==> src/rtl/capture_fifo_stage.sv <==
// Burst-capture stage: a small control FSM admits burst_len words per start request into a
// DEPTH-entry FIFO whose drain side runs independently of the FSM.
module capture_fifo_stage #(
  parameter int unsigned WIDTH = 8,
  parameter int unsigned DEPTH = 4
) (
  input  logic                     clk,
  input  logic                     rst_n,
  input  logic                     start,
  input  logic [7:0]               burst_len,
  input  logic                     in_valid,
  input  logic [WIDTH-1:0]         in_data,
  output logic                     in_ready,
  output logic                     out_valid,
  output logic [WIDTH-1:0]         out_data,
  input  logic                     out_ready,
  output logic [$clog2(DEPTH):0]   count,
  output logic                     busy,
  output logic                     done
);

  localparam int unsigned AW = $clog2(DEPTH);
  localparam int unsigned CW = AW + 1;
  localparam logic [CW-1:0] FullCnt = CW'(DEPTH);

  typedef enum logic [1:0] {
    StIdle   = 2'b00,
    StActive = 2'b01,
    StDone   = 2'b10
  } state_e;

  state_e            state_q;
  logic [7:0]        rem_q;
  logic [AW-1:0]     wptr_q, rptr_q;
  logic [CW-1:0]     cnt_q, cnt_d;
  logic [WIDTH-1:0]  mem_q [DEPTH];
  logic              push, pop;

  assign out_valid = (cnt_q != '0);
  assign pop       = out_valid & out_ready;
  // A pop at full frees the slot for a same-cycle push.
  assign in_ready  = (state_q == StActive) && ((cnt_q < FullCnt) || pop);
  assign push      = in_valid & in_ready;

  assign out_data  = mem_q[rptr_q];
  assign count     = cnt_q;
  assign busy      = (state_q == StActive);
  assign done      = (state_q == StDone);

  always_ff @(posedge clk or negedge rst_n) begin
    if (!rst_n) begin
      state_q <= StIdle;
      rem_q   <= '0;
    end else begin
      case (state_q)
        StIdle: begin
          if (start) begin
            if (burst_len != 8'd0) begin
              state_q <= StActive;
              rem_q   <= burst_len;
            end else begin
              state_q <= StDone;
            end
          end
        end
        StActive: begin
          if (push) begin
            rem_q <= rem_q - 8'd1;
            if (rem_q == 8'd1) begin
              state_q <= StDone;
            end
          end
        end
        StDone:  state_q <= StIdle;
        // Illegal encoding falls back to idle.
        default: state_q <= StIdle;
      endcase
    end
  end

  always_comb begin
    cnt_d = cnt_q;
    unique case ({push, pop})
      2'b10:   cnt_d = cnt_q + CW'(1);
      2'b01:   cnt_d = cnt_q - CW'(1);
      default: cnt_d = cnt_q;
    endcase
  end

  always_ff @(posedge clk or negedge rst_n) begin
    if (!rst_n) begin
      wptr_q <= '0;
      rptr_q <= '0;
      cnt_q  <= '0;
    end else begin
      cnt_q <= cnt_d;
      if (push) begin
        wptr_q <= wptr_q + AW'(1);
      end
      if (pop) begin
        rptr_q <= rptr_q + AW'(1);
      end
    end
  end

  // Storage carries no reset; out_data is only meaningful while out_valid is high.
  always_ff @(posedge clk) begin
    if (push) begin
      mem_q[wptr_q] <= in_data;
    end
  end

endmodule

==> config.mk <==
export PLATFORM = sky130hd
export DESIGN_NAME = capture_fifo_stage
export DESIGN_NICKNAME = d
export VERILOG_FILES = /design/src/rtl/capture_fifo_stage.sv
export SDC_FILE = /design/constraint.sdc
export NUM_CORES = 1
export LEC_CHECK = 0
export BUFFER_PORTS_ARGS = -buffer_cell sky130_fd_sc_hd__buf_2
export CAP_MARGIN = 20
export CORE_MARGIN = 2
export CORE_UTILIZATION = 25
export CTS_CLUSTER_DIAMETER = 50
export DETAILED_ROUTE_END_ITERATION = 16
export GPL_TIMING_DRIVEN = 0
export PLACE_DENSITY_LB_ADDON = 0.05
export REMOVE_ABC_BUFFERS = 1
export SKIP_CTS_REPAIR_TIMING = 1
export SLEW_MARGIN = 20
export SYNTH_ARGS = -nofsm -noshare
export SYNTH_HDL_FRONTEND = slang
export SYNTH_SLANG_ARGS = --single-unit
==> constraint.sdc <==
create_clock -name clk -period 2.9 [get_ports clk]
set_input_delay 0.435 -clock clk [delete_from_list [all_inputs] [get_ports clk]]
set_output_delay 0.435 -clock clk [all_outputs]
set_load 0.05 [all_outputs]
==> run summary <==
clock network power share: 15.4%
maximum vdd drop: 0.000309 V
root buffer cell: clkbuf_8
sw power: 1.25 mW
die extent in y: 97.9 um
met1 global-route usage: 14.0%
setup_tns: 0 ns
global placement routability congestion: 0.783
Ports: 36
die footprint: 9590 um2
via count: 1352
largest fanout on the critical path: 15
Syn Std Cell Area: 2200 um2
cell breakdown of the critical path: nand2b_1 -> inv_2 -> and3_1 -> inv_2 -> ha_1 -> inv_1 -> fa_1 -> o21ai_0
Clock Pin Slew Worst Setup and Hold Paths: 0.09 ns
Antenna Cells: 0
number of global-route vias before repair: 1440
initial antenna violation count: 0
leak pwr: 0.987 nW
fin nets: 217
fillcell total: 878
Routed WL per cell: 15.6 um
drt via density: 4.55
share of layout cells above drive strength 1: 30.7%
PD cells: 1080 nW/um2
Syn Area/Cell: 14.5 um2
most common cell after layout, fill and taps aside: buf_2
Worst EP arrival: 2.78 ns
Comb power frac: 44.6%
deepest clock path buffer count: 2
IO Port Bufs: 35
busiest grt layer: met2
Most common cell on crit path: inv_2
core area: 8640 um2
met2 Use GR: 16.2%
Worst Tran Pin Value: 0.626 ns
Yosys cell types: 40
largest net degree at the start of global routing: 19
Slew HR: 58.2%
Req. time, crit path: 3.13 ns
fin crit share: 88.1%
Fin Clk Skew: 0.00494 ns
Synth area leader: edfxtp_1
sequential area share after synthesis: 62.9%
CTS tree: yes
hold crit path type: primary input to asynchronous set/reset pin
CP Launch Type: register
Syn. warnings: 0
TritonRoute pass-1 iters: 4
final setup fails: 0
grt total ovfl: 0
fin. max-slew vios: 0
Post-DRT Antenna Nets: 0
status: complete, no violations
Area Growth Syn to Fin: 16.9%
H-tree depth: 2
unrepaired setup endpoints after global routing: no
Syn Inst Count: 152
CP endpoint kind: register
routed wire length: 4.65 mm
Final HPWL DP: 3.34 mm
DIE WIDTH: 97.9 um
commonest cells after routing, fill and taps aside: buf_2, edfxtp_1, dfrtp_1
Crit path largest cell delay: 0.53 ns
CP max stage cell: and3_1
internal power: 1.53 mW
register bit total from synthesis: 49
Rows: 34
met3 global-route usage: 3.15%
first-pass GRT wire length: 7.64 mm
All-Layer GR Usage: 10.4%
# DRC: 0
post-synth top area share: 43.6%
Layout Utilization: 29.8%
crit path kind: register to register
effective utilization at floorplan: 25.5%
switching share of power: 45.0%
initial DRC count: 51
Final Hold Violating Endpoints: 0
CTS Buf Count: 5
Pwr Total: 2.79 mW
Max Clk Rate: 0.391 GHz
later-pin clock latency in the skew report: 0.30 ns
top cells by area, synth: edfxtp_1, dfrtp_1, mux4_2
max-cap violation count: 0
CP bufs+invs: 3
Seq pwr share: 40.0%
minimum clock period: 2.55 ns
Worst path top cell family by delay: simple AND/OR/NAND/NOR gates
CTS sink cnt: 49
## cell families (layout without fill, tap and decap cells)
logic type | Yosys count | in the layout | synth area share (%)
muxes | 8 | 8 | 8.17
DFF | 49 | 49 | 62.9
AOI/OAI and AO/OA | 25 | 25 | 8.06
and+or+nand+nor | 39 | 39 | 10.2
xor gates and xnor gates | 6 | 6 | 2.38
adders and majority gates | 8 | 8 | 4.88
buffers and inverters | 17 | 54 | 3.46
## Yosys cell counts (all sizes together)
master / n
a221o: 1
fa: 1
nand2: 5
a31oi: 2
o221ai: 1
o211a: 1
nor4: 3
and2: 6
and3: 1
or3: 2
o21ai: 7
nand4: 3
or2: 2
xnor2: 3
dfrtp: 17
nand2b: 2
edfxtp: 32
nor2b: 1
xor2: 3
nor3: 2
buf: 6
inv: 11
o311ai: 3
a2bb2oi: 1
or4: 2
o211ai: 2
a311oi: 2
mux4: 8
ha: 7
a22oi: 1
nor2: 8
and4b: 1
nand3: 1
a21oi: 4
## state kept, by name, indices dropped and copies added (netlist names)
| name | cells |
|---|---|
| count | 3 |
| mem_q | 32 |
| rem_q | 8 |
| rptr_q | 2 |
| state_q | 2 |
| wptr_q | 2 |
## power by group through the flow
| stage | Combinational, mW | Sequential [mW] | Clock, mW |
|---|---|---|---|
| finish | 1.24 | 1.12 | 0.430 |
| global route | 1.35 | 1.15 | 0.484 |
| CTS | 1.26 | 1.12 | 0.453 |
| detailed placement | 1.26 | 1.14 | 0 |
| global placement | 1.23 | 1.12 | 0 |
| floorplan | 0.908 | 1.15 | 0 |
## metal layers
layer / share of wire [%] / vias up
met2: 48 / 34
met4: 1.5 / 0
li1: - / 650
met1: 46 / 660
met3: 4.5 / 8
met5: 0 / -
## final timing paths
path | startpoint | cells past startpoint | to | slack [ns]
setup / recovery | state_q[1] | 8 | count[1] | 0.35
hold / removal | rst_n | 1 | rptr_q[1] | 0.06
setup reg to reg | state_q[1] | 8 | count[1] | 0.35
hold reg to reg | state_q[1] | 1 | state_q[1] | 0.48
max in group asynchronous | rst_n | 1 | rem_q[3] | 2.53
min in group clk | in_data[1] | 1 | mem_q[2][1] | 0.33
## metrics by stage
stage | hold WS [ns] | instances | worst slack (ns) | cell area [um2]
finish | 0.0641 | 297 | 0.345 | 2580
global route | 0.0820 | 297 | 0.158 | 2580
CTS | 0.0627 | 297 | 0.324 | 2580
detailed placement | 0.406 | 289 | 0.348 | 2480
global placement | 0.402 | 289 | 0.384 | 2480
floorplan | 0.139 | 146 | 0.465 | 2170
## area by class of cell
class,count,area [um2],share of cell area [%]
flip-flops and latches,49,1390,53.8
multi-input cells,86,742,28.8
repair buffers,35,175,6.80
well taps,108,135,5.24
clock buffers,5,68.8,2.67
inverters,11,41.3,1.60
clock inverters,3,28.8,1.12
Power figures use the tool's default switching activity.
